`src/rtl/uart_pkg.sv`:
```
// Shared types and constants for the UART receive path: baud divisor table,
// receiver state encoding and FIFO word width.
package uart_pkg;

    localparam int unsigned FIFO_W = 10;
    localparam int unsigned DIV_W  = 24;

    typedef logic [15:0][DIV_W-1:0] div_tab_t;

    typedef enum logic [2:0] {
        IDLE,
        START,
        DATA,
        PARITY,
        STOP,
        BRKWAIT
    } rx_state_t;

    function automatic int unsigned baud_rate(input int unsigned sel);
        case (sel)
            0:       baud_rate = 300;
            1:       baud_rate = 1200;
            2:       baud_rate = 2400;
            3:       baud_rate = 4800;
            4:       baud_rate = 9600;
            5:       baud_rate = 19200;
            6:       baud_rate = 38400;
            7:       baud_rate = 57600;
            8:       baud_rate = 115200;
            9:       baud_rate = 230400;
            10:      baud_rate = 460800;
            default: baud_rate = 921600;
        endcase
    endfunction

    // Clocks per bit for every baudm code; codes 12..15 reuse the fastest rate.
    function automatic div_tab_t div_table(input int unsigned clk_hz);
        div_tab_t t;
        t = '0;
        for (int unsigned i = 0; i < 16; i++) begin
            t[i] = DIV_W'(clk_hz / baud_rate(i));
        end
        return t;
    endfunction

endpackage

```
`src/rtl/uart_rx_fifo_if.sv`:
```
// CPU-side read port of the UART receiver: pop strobe, head word, FIFO status and overrun flag.
interface uart_rx_fifo_if #(
    parameter int unsigned FIFO_DEPTH = 16
) ();
    logic                              rd;
    logic                              err_clr;
    logic [7:0]                        rdata;
    logic                              rperr;
    logic                              rferr;
    logic                              empty;
    logic                              full;
    logic [$clog2(FIFO_DEPTH+1)-1:0]   count;
    logic                              oerr;

    modport master (
        output rd, err_clr,
        input  rdata, rperr, rferr, empty, full, count, oerr
    );

    modport slave (
        input  rd, err_clr,
        output rdata, rperr, rferr, empty, full, count, oerr
    );
endinterface

```
`src/rtl/sync_fifo.sv`:
```
// Show-ahead synchronous FIFO: head word visible whenever not empty, reads as zero when empty.
module sync_fifo #(
    parameter int unsigned WIDTH = 10,
    parameter int unsigned DEPTH = 16
) (
    input  logic                           clk,
    input  logic                           reset,
    input  logic                           push,
    input  logic [WIDTH-1:0]               wdata,
    input  logic                           pop,
    output logic [WIDTH-1:0]               rdata,
    output logic                           empty,
    output logic                           full,
    output logic [$clog2(DEPTH+1)-1:0]     count
);
    localparam int unsigned AW = $clog2(DEPTH);
    localparam int unsigned CW = $clog2(DEPTH+1);

    logic [WIDTH-1:0] mem [DEPTH];
    logic [AW-1:0]    wr_ptr;
    logic [AW-1:0]    rd_ptr;
    logic [CW-1:0]    cnt;
    logic             pop_ok;
    logic             push_ok;

    // A push into a full FIFO still lands when the same cycle frees a slot.
    assign pop_ok  = pop && (cnt != '0);
    assign push_ok = push && ((cnt != CW'(DEPTH)) || pop_ok);

    always_ff @(posedge clk) begin
        if (push_ok) begin
            mem[wr_ptr] <= wdata;
        end
    end

    always_ff @(posedge clk or posedge reset) begin
        if (reset) begin
            wr_ptr <= '0;
            rd_ptr <= '0;
            cnt    <= '0;
        end else begin
            if (push_ok) begin
                wr_ptr <= wr_ptr + AW'(1);
            end
            if (pop_ok) begin
                rd_ptr <= rd_ptr + AW'(1);
            end
            case ({push_ok, pop_ok})
                2'b10:   cnt <= cnt + CW'(1);
                2'b01:   cnt <= cnt - CW'(1);
                default: cnt <= cnt;
            endcase
        end
    end

    assign empty = (cnt == '0);
    assign full  = (cnt == CW'(DEPTH));
    assign count = cnt;
    assign rdata = empty ? '0 : mem[rd_ptr];

endmodule

```
`src/rtl/uart_rx_fifo.sv`:
```
// UART receiver with run-time frame format and a show-ahead receive FIFO.
// Optional break detection is compiled in with UART_RX_BREAK_DET_EN.
module uart_rx_fifo
    import uart_pkg::*;
#(
    parameter int unsigned CLK_HZ      = 100_000_000,
    parameter int unsigned FIFO_DEPTH  = 16,
    parameter int unsigned SYNC_STAGES = 2
) (
    input  logic        clk,
    input  logic        reset,
    input  logic [3:0]  baudm,
    input  logic        bit8,
    input  logic        pen,
    input  logic        ohel,
    input  logic        rx,
`ifdef UART_RX_BREAK_DET_EN
    output logic        brk,
`endif
    uart_rx_fifo_if.slave bus
);
    localparam div_tab_t    DIV = div_table(CLK_HZ);
    localparam int unsigned CW  = $clog2(FIFO_DEPTH+1);

    logic [SYNC_STAGES-1:0] rx_sync;
    logic                   rx_s;
    logic                   rx_prev;
    logic                   fall;

    rx_state_t              state;
    logic [DIV_W-1:0]       timer;
    logic [DIV_W-1:0]       bit_k;
    logic [2:0]             bit_idx;
    logic [7:0]             rx_data;
    logic                   perr;
    logic                   cfg_bit8;
    logic                   cfg_pen;
    logic                   cfg_ohel;
    logic                   push;
    logic [FIFO_W-1:0]      push_word;

    logic [FIFO_W-1:0]      fifo_rdata;
    logic                   fifo_empty;
    logic                   fifo_full;
    logic [CW-1:0]          fifo_count;
    logic                   oerr;
    logic [2:0]             last_idx;
    logic                   tc;

    always_ff @(posedge clk or posedge reset) begin
        if (reset) begin
            rx_sync <= '1;
            rx_prev <= 1'b1;
        end else begin
            rx_sync <= {rx_sync[SYNC_STAGES-2:0], rx};
            rx_prev <= rx_s;
        end
    end

    assign rx_s     = rx_sync[SYNC_STAGES-1];
    assign fall     = rx_prev && !rx_s;
    assign tc       = (timer == '0);
    assign last_idx = cfg_bit8 ? 3'd7 : 3'd6;

    always_ff @(posedge clk or posedge reset) begin
        if (reset) begin
            state     <= IDLE;
            timer     <= '0;
            bit_k     <= '0;
            bit_idx   <= '0;
            rx_data   <= '0;
            perr      <= 1'b0;
            cfg_bit8  <= 1'b0;
            cfg_pen   <= 1'b0;
            cfg_ohel  <= 1'b0;
            push      <= 1'b0;
            push_word <= '0;
`ifdef UART_RX_BREAK_DET_EN
            brk       <= 1'b0;
`endif
        end else begin
            push <= 1'b0;
`ifdef UART_RX_BREAK_DET_EN
            brk  <= 1'b0;
`endif
            case (state)
                IDLE: begin
                    if (fall) begin
                        bit_k    <= DIV[baudm];
                        timer    <= (DIV[baudm] >> 1) - DIV_W'(1);
                        cfg_bit8 <= bit8;
                        cfg_pen  <= pen;
                        cfg_ohel <= ohel;
                        rx_data  <= '0;
                        bit_idx  <= '0;
                        perr     <= 1'b0;
                        state    <= START;
                    end
                end
                START: begin
                    if (!tc) begin
                        timer <= timer - DIV_W'(1);
                    end else if (rx_s) begin
                        state <= IDLE;
                    end else begin
                        timer <= bit_k - DIV_W'(1);
                        state <= DATA;
                    end
                end
                DATA: begin
                    if (!tc) begin
                        timer <= timer - DIV_W'(1);
                    end else begin
                        rx_data[bit_idx] <= rx_s;
                        timer            <= bit_k - DIV_W'(1);
                        if (bit_idx == last_idx) begin
                            state <= cfg_pen ? PARITY : STOP;
                        end else begin
                            bit_idx <= bit_idx + 3'd1;
                        end
                    end
                end
                PARITY: begin
                    if (!tc) begin
                        timer <= timer - DIV_W'(1);
                    end else begin
                        perr  <= rx_s != (cfg_ohel ? ~^rx_data : ^rx_data);
                        timer <= bit_k - DIV_W'(1);
                        state <= STOP;
                    end
                end
                STOP: begin
                    if (!tc) begin
                        timer <= timer - DIV_W'(1);
                    end else begin
                        state <= IDLE;
`ifdef UART_RX_BREAK_DET_EN
                        if (!rx_s && (rx_data == '0)) begin
                            brk   <= 1'b1;
                            state <= BRKWAIT;
                        end else begin
                            push      <= 1'b1;
                            push_word <= {perr, !rx_s, rx_data};
                        end
`else
                        push      <= 1'b1;
                        push_word <= {perr, !rx_s, rx_data};
`endif
                    end
                end
                BRKWAIT: begin
                    if (rx_s) begin
                        state <= IDLE;
                    end
                end
                default: state <= IDLE;
            endcase
        end
    end

    sync_fifo #(
        .WIDTH (FIFO_W),
        .DEPTH (FIFO_DEPTH)
    ) u_fifo (
        .clk   (clk),
        .reset (reset),
        .push  (push),
        .wdata (push_word),
        .pop   (bus.rd),
        .rdata (fifo_rdata),
        .empty (fifo_empty),
        .full  (fifo_full),
        .count (fifo_count)
    );

    // Overrun only when the word is actually lost; a simultaneous set beats err_clr.
    always_ff @(posedge clk or posedge reset) begin
        if (reset) begin
            oerr <= 1'b0;
        end else if (push && fifo_full && !bus.rd) begin
            oerr <= 1'b1;
        end else if (bus.err_clr) begin
            oerr <= 1'b0;
        end
    end

    assign bus.rperr = fifo_rdata[9];
    assign bus.rferr = fifo_rdata[8];
    assign bus.rdata = fifo_rdata[7:0];
    assign bus.empty = fifo_empty;
    assign bus.full  = fifo_full;
    assign bus.count = fifo_count;
    assign bus.oerr  = oerr;

endmodule
```
`src/flat_wrapper.sv`:
```
// flat-port wrapper written by rule: the top's interface ports become plain ports
module uart_rx_fifo_flat import uart_pkg::*;
#(
    parameter int unsigned CLK_HZ      = 100_000_000,
    parameter int unsigned FIFO_DEPTH  = 16,
    parameter int unsigned SYNC_STAGES = 2
)
  (clk, reset, baudm, bit8, pen, ohel, rx, bus_rd, bus_err_clr, bus_rdata, bus_rperr, bus_rferr, bus_empty, bus_full, bus_count, bus_oerr);
  uart_rx_fifo_if #(.FIFO_DEPTH(FIFO_DEPTH)) bus_i ();
  input  logic clk;
  input  logic reset;
  input  logic [3:0] baudm;
  input  logic bit8;
  input  logic pen;
  input  logic ohel;
  input  logic rx;
  input wire logic [$bits(bus_i.rd)-1:0] bus_rd;
  input wire logic [$bits(bus_i.err_clr)-1:0] bus_err_clr;
  output wire logic [$bits(bus_i.rdata)-1:0] bus_rdata;
  output wire logic [$bits(bus_i.rperr)-1:0] bus_rperr;
  output wire logic [$bits(bus_i.rferr)-1:0] bus_rferr;
  output wire logic [$bits(bus_i.empty)-1:0] bus_empty;
  output wire logic [$bits(bus_i.full)-1:0] bus_full;
  output wire logic [$bits(bus_i.count)-1:0] bus_count;
  output wire logic [$bits(bus_i.oerr)-1:0] bus_oerr;
  assign bus_i.rd = bus_rd;
  assign bus_i.err_clr = bus_err_clr;
  assign bus_rdata = bus_i.rdata;
  assign bus_rperr = bus_i.rperr;
  assign bus_rferr = bus_i.rferr;
  assign bus_empty = bus_i.empty;
  assign bus_full = bus_i.full;
  assign bus_count = bus_i.count;
  assign bus_oerr = bus_i.oerr;
  uart_rx_fifo #(.CLK_HZ(CLK_HZ), .FIFO_DEPTH(FIFO_DEPTH), .SYNC_STAGES(SYNC_STAGES)) u_core (.clk(clk), .reset(reset), .baudm(baudm), .bit8(bit8), .pen(pen), .ohel(ohel), .rx(rx), .bus(bus_i));
endmodule
```
`config.mk`:
```
export PLATFORM = sky130hd
export DESIGN_NAME = uart_rx_fifo_flat
export DESIGN_NICKNAME = d
export VERILOG_FILES = /design/src/rtl/uart_pkg.sv /design/src/rtl/uart_rx_fifo_if.sv /design/src/rtl/sync_fifo.sv /design/src/rtl/uart_rx_fifo.sv /design/src/flat_wrapper.sv
export SDC_FILE = /design/constraint.sdc
export NUM_CORES = 1
export LEC_CHECK = 0
export CORE_MARGIN = 3
export CORE_UTILIZATION = 60
export CTS_CLUSTER_SIZE = 40
export DETAILED_ROUTE_END_ITERATION = 16
export HOLD_SLACK_MARGIN = 0.06
export MAX_ROUTING_LAYER = met4
export PLACE_DENSITY_LB_ADDON = 0.3
export SETUP_SLACK_MARGIN = 0.2
export SYNTH_ARGS = -nofsm -noshare
export SYNTH_HDL_FRONTEND = slang
export SYNTH_HIERARCHICAL = 1
export SYNTH_SLANG_ARGS = --single-unit
```
`constraint.sdc`:
```
create_clock -name clk -period 3.1 [get_ports clk]
set_clock_uncertainty 0.05 [all_clocks]
set_input_delay 0.62 -clock clk [delete_from_list [all_inputs] [get_ports clk]]
set_output_delay 0.62 -clock clk [all_outputs]
set_load 0.005 [all_outputs]
```
==> impl_metrics.ini <==
[place]
dp_hpwl_um = 18360
gp_congestion = 0.9654
numPortBuffers = 29
dpl.cell_count = 1239

[logic_synthesis]
async_flop_share = 0.3548
synth_edf_count = 160
ys.flop_type = edfxtp_1
synth_cell_types = 66
synthCells = 942
synth_area_sq_mm = 0.01189
syn_nets = 978
synth-seq-cells = 248
ys_warn_count = 6
yosysSeqAreaShare = 0.5895
syn_avg_cell_area_sq_um = 12.62

[final_layout]
layout_commonest_cell = edfxtp_1
fill_cells = 1196
fin_cells = 1315
area_growth_pct = 18.09
multi_input_area_sq_mm = 0.004730
layout.nets = 1070
final_cell_mix = 160 x edfxtp_1, 91 x nand2_1, 81 x dfrtp_1, 65 x o21ai_0, 65 x buf_4
drive_above_1_share = 0.2372
regArea_sq_mm = 0.007015

[clocking]
clockRootBuffer = clkbuf_16
clockBufferDepth = 3
clk_pin_slew_ps = 60
cts.sink_count = 248
cts_buffers = 26
htreeDepth = 1
cts_tree = done
clock_latency_ps = 530

[power]
p_leak_nw = 5.366
p_per_area_mw_per_mm2 = 848.8
vdd_drop_max_mv = 0.6095

[detailed_routing]
post_drt_wl_per_cell_um = 21.61
drc_errors = 0
via_per_inst = 6.314
dr.pass1.iters = 5
dr_total_vias = 8303
postRouteAntennaNets = 0
totalWireLength_um = 28420
drt-initial-drc-count = 1041

[die]
die_h_um = 146.8
io_pins = 30
die-area_sq_mm = 0.02154
start_util = 0.6232
rows = 50
coreArea_sq_mm = 0.01908
die_x_um = 146.8

[sta]
hold_viol_final = 0
rsz0062_at_grt = yes
fin_crit_sh = 1.009
final.setup.tns_ps = -54.94
finalSetupViolCount = 3
worstMarginPinSlew_ps = 816.6
period_needed_ps = 3129
final_max_slew_viol_count = 0
finalWorstSetupSlack_ps = -29.26
holdWs_ps = 297.6
maxSlewHeadroom = 0.4511
max_freq_mhz = 319.6

[global_route]
antenna_found_initial = 0
first_global_vias = 8145
grt_pass1_wl_um = 45780
track_usage = 0.2756
grt_max_degree = 39
globalRouteOverflowTotal = 0

[critical_path]
cp_max_fo = 7
cp.arrival_ps = 2460
startpoint_type = register
cp.required_ps = 2430
cp-end-kind = output pin
cp_slowest_cell = mux4_2
crit_type = reg2out
critical_path.cell_chain = buf_12 > buf_6 > mux4_2 > mux2_4 > o21ai_2 > a21oi_1 > buf_2
slowest_delay_ps = 540

[run]
maxCapViolations = 0

[worst_hold_path]
hp-class = reg2reg

[run_status]
violations = negative setup slack
status = finished, violations left
==> metal layers <==
metal	vias up	global-route usage	part of all wire
met1	4050	0.3761	0.40
met4	0	0.08278	0.029
met2	438	0.4386	0.49
met5	-	-	0
li1	3739	-	-
met3	76	0.03948	0.080
==> critical path, delay by kind of cell (launching register included) <==
family / cells / cell delay (ps)
mux: 2 / 840
flops: 1 / 490
buf+inv: 3 / 380
compound gates: 2 / 200
==> state kept, by name, summed over array words and instances, names as in the netlist, 2 cells and up <==
register / count
u_core/rx_data: 8
u_core/bit_idx: 3
u_core/u_fifo/mem: 160
u_core/state: 3
u_core/timer: 24
u_core/push_word: 10
u_core/rx_sync: 2
u_core/bit_k: 18
u_core/u_fifo/wr_ptr: 4
u_core/u_fifo/count: 5
u_core/u_fifo/rd_ptr: 4
==> final timing paths <==
| path | from | end | slack (ps) | cells past startpoint |
|---|---|---|---|---|
| setup reg to reg | u_core/state[0] | u_core/timer[22] | 290 | 6 |
| hold reg to reg | u_core/rx_sync[0] | u_core/rx_sync[1] | 300 | 0 |
| min in group asynchronous | reset | u_core/u_fifo/count[3] | 450 | 2 |
| hold / removal | u_core/rx_sync[0] | u_core/rx_sync[1] | 300 | 0 |
| max in group asynchronous | reset | u_core/rx_sync[0] | 1800 | 3 |
| setup / recovery | u_core/u_fifo/rd_ptr[0] | bus_rdata[5] | -30 | 7 |
==> final cells by class <==
type                            count  area share
Multi-Input combinational cell    619      0.3368
Clock buffer                       30     0.04954
Tap cell                          260     0.02317
Antenna cell                        1   0.0001782
Timing Repair Buffer              113     0.07396
Inverter                           26    0.007039
Clock inverter                     18    0.009712
Sequential cell                   248      0.4996
==> Yosys cell counts, types with 5 or more instances <==
cell      number  area share
o21ai_0       75       0.032
a21oi_1       42       0.018
xnor2_1       26       0.019
buf_2         10      0.0042
nor3_1        27       0.011
a31oi_1        7      0.0037
clkbuf_1      33       0.010
edfxtp_1     160        0.40
mux2_2        19       0.018
nand4_1        5      0.0026
o21ai_1        6      0.0025
or2_2          7      0.0037
dfrtp_1       85        0.18
inv_1         26      0.0082
o211ai_1       9      0.0057
mux4_2        40       0.076
nand2_1       91       0.029
nand2b_1      10      0.0053
o22ai_1        7      0.0037
mux2i_1       16       0.013
ha_1          23       0.024
or3_1          6      0.0032
o31ai_1        7      0.0044
nand3_1       24       0.010
a21o_1         5      0.0032
nor2_1        56       0.018
nor4_1        15      0.0079
and3_1        10      0.0053
xor2_1        16       0.012
mux2_1         6      0.0057
==> repair_timing <==
action	CTS	global route
hold endpoints to repair	0	0
cloned	1	0
pin swaps	11	8
gates resized for setup	90	10
buffers inserted	20	6
hold buffers	0	0
endpoints found under the setup margin	12	13
==> report_power, final <==
part           switching [mW]  internal [mW]
combinational            2.35           2.30
sequential              0.463           3.83
clock                    1.28           1.70
total                    4.09           7.82
==> stage by stage <==
| stage | setup slack (ps) | utilization | instance area (sq um) | power [mW] |
|---|---|---|---|---|
| after floorplan | 365.8 | - | 11890 | 6.927 |
| after global routing | -70.32 | 0.7358 | 14040 | 12.50 |
| after global placement | 32.32 | 0.6724 | 12830 | 8.270 |
| after detailed placement | -41.64 | 0.6724 | 12830 | 8.366 |
| after CTS | -58.14 | 0.7317 | 13960 | 11.78 |
| final | -29.26 | 0.7359 | 14040 | 11.92 |
==> cells by family (layout without fill, tap and decap cells) <==
kind of cell / after synthesis / count (layout) / share of synthesized area
DFF: 248 / 248 / 0.5895
and+or+nand+nor: 279 / 279 / 0.1156
other: 0 / 1 / 0
muxes: 81 / 81 / 0.1129
adders and majority gates: 24 / 24 / 0.02588
xor gates and xnor gates: 42 / 42 / 0.03093
buffers and inverters: 75 / 187 / 0.02567
AOI/OAI and AO/OA: 193 / 193 / 0.09943
Note: power is estimated with default switching activity, not from simulation.
==> RTL change: new RTL, same flow settings <==
Register the input `baudm` before use, without a reset. The logic sees it one clock later. The other inputs are not delayed to match.
--- a/src/rtl/uart_rx_fifo.sv
+++ b/src/rtl/uart_rx_fifo.sv
@@ -23,4 +23,10 @@
     localparam int unsigned CW  = $clog2(FIFO_DEPTH+1);
 
+    logic [3:0] baudm_q;
+
+    always_ff @(posedge clk) begin
+        baudm_q <= baudm;
+    end
+
     logic [SYNC_STAGES-1:0] rx_sync;
     logic                   rx_s;
@@ -87,6 +93,6 @@
                 IDLE: begin
                     if (fall) begin
-                        bit_k    <= DIV[baudm];
-                        timer    <= (DIV[baudm] >> 1) - DIV_W'(1);
+                        bit_k    <= DIV[baudm_q];
+                        timer    <= (DIV[baudm_q] >> 1) - DIV_W'(1);
                         cfg_bit8 <= bit8;
                         cfg_pen  <= pen;
Formal check against the unedited RTL: same outputs for any inputs over 10 cycles, from zero or initial values and one cycle with reset high; that may be too few to reach the edited logic, so the function may still have changed.
==> RTL change against the unedited design <==
- the flow still finishes with violations (setup timing)
- count of clock-buffer cells in the layout increased by 3
- utilization decreased by 0.85 points
- routed wire length increased by 8.8%
- sequential cell count increased by 18
- clock power increased by 8.4%
- synthesized cell count increased by 11%
- first-iteration DRC count decreased by 23%
- design area increased by 6.5%
- synthesized area increased by 7.4%
- worst setup slack got worse by 0.095 ns
- via count increased by 7.6%
- final cell count increased by 7.4%
- total power increased by 3.6%
- sequential power increased by 6.3%
- highest routed layer unchanged
==> RTL change: results (changes against the unedited design) <==
Status: finished, violations left (unchanged)
Failing checks: setup timing (unchanged)
NumNets Final: 1152 (was 1070)
Final setup violation count: 10 (was 3)
Dpl cells: 1332 (was 1239)
CP max FO: 6 (was 7)
Worst EP arrival: 2.55 ns (was 2.46 ns)
Clock power frac: 0.262 (was 0.250)
FILL cells: 1343 (was 1196)
CP startpoint: u_core/u_fifo/rd_ptr[0]$_DFFE_PP0P_ (was u_core/u_fifo/rd_ptr[0]$_DFFE_PP0N_)
Final Core Density: 0.727 (was 0.736)
Crit-path slowest cell: dfrtp_2 (was mux4_2)
Post-Synthesis Cells: 1046 (was 942)
Area of the multi-input gates: 5200 um^2 (was 4730 um^2)
Buffering overhead: 0.0705 (was 0.0740)
Storage cell area: 7370 um^2 (was 7020 um^2)
Grt met1 use: 0.359 (was 0.376)
GRT Util Overall: 0.273 (was 0.276)
Setup slack after layout: -0.124 ns (was -0.0293 ns)
# clock sinks: 266 (was 248)
FFs w/ async S/R, synth: 0.331 (was 0.355)
DR WL/cell: 21.9 um (was 21.6 um)
First-pass GRT wire length: 49.2 mm (was 45.8 mm)
Worst r2r dst: u_core/u_fifo/count[4]$_DFFE_PP0P_ (was u_core/timer[22]$_DFFE_PP0P_)
Sequential area share after synthesis: 0.577 (was 0.590)
Multi-Input Combinational: 689 (was 619)
Commonest cells in the synthesized netlist: edfxtp_1 (160), nand2_1 (110), dfrtp_1 (85) (was edfxtp_1 (160), nand2_1 (91), dfrtp_1 (85))
Largest cells by area after synthesis: edfxtp_1 (38%), dfrtp_1 (17%), mux4_2 (7.1%), nand2_1 (3.2%), xnor2_1 (3.0%) (was edfxtp_1 (40%), dfrtp_1 (18%), mux4_2 (7.6%), o21ai_0 (3.2%), nand2_1 (2.9%))
Post-synth cell types: 79 (was 66)
Comb power frac: 0.369 (was 0.390)
Diodes inserted: 0 (was 1)
Reg-to-reg startpoint: u_core/u_fifo/count[0]$_DFFE_PP0P_ (was u_core/state[0]$_DFFE_PP0P_)
Leakage power: 0.00579 uW (was 0.00537 uW)
Clk pwr: 3230 uW (was 2980 uW)
Cts bufs inserted: 27 (was 26)
R2R cell count: 11 (was 6)
Largest net degree at the start of global routing: 45 (was 39)
Worst slew margin: 0.333 (was 0.451)
Via count: 8936 (was 8303)
-- RTL change: changes by cell type after synthesis, sizes merged, moves of 5 or more --
cell    change
dfxtp      +18
nand2      +19
clkbuf      +9
nor2       +20
nor4b       +8
a31oi       +7
nor2b       +5
a21oi      +12
xnor2      +18
o21ai      -11
-- RTL change: logic make-up after synthesis --
family                     Yosys count  synth area share
xor gates and xnor gates            58            0.0398
buffers and inverters               91            0.0314
DFF                                266             0.577
and+or+nand+nor                    331             0.133
muxes                               80             0.104
AOI/OAI and AO/OA                  201            0.0959
adders and majority gates           19            0.0186
-- RTL change: layer usage --
layer / vias to the layer above / routed length, um
li1: 4061 / -
met1: 4371 / 12300
met2: 424 / 15100
met3: 80 / 2490
met4: 0 / 1020
met5: - / 0
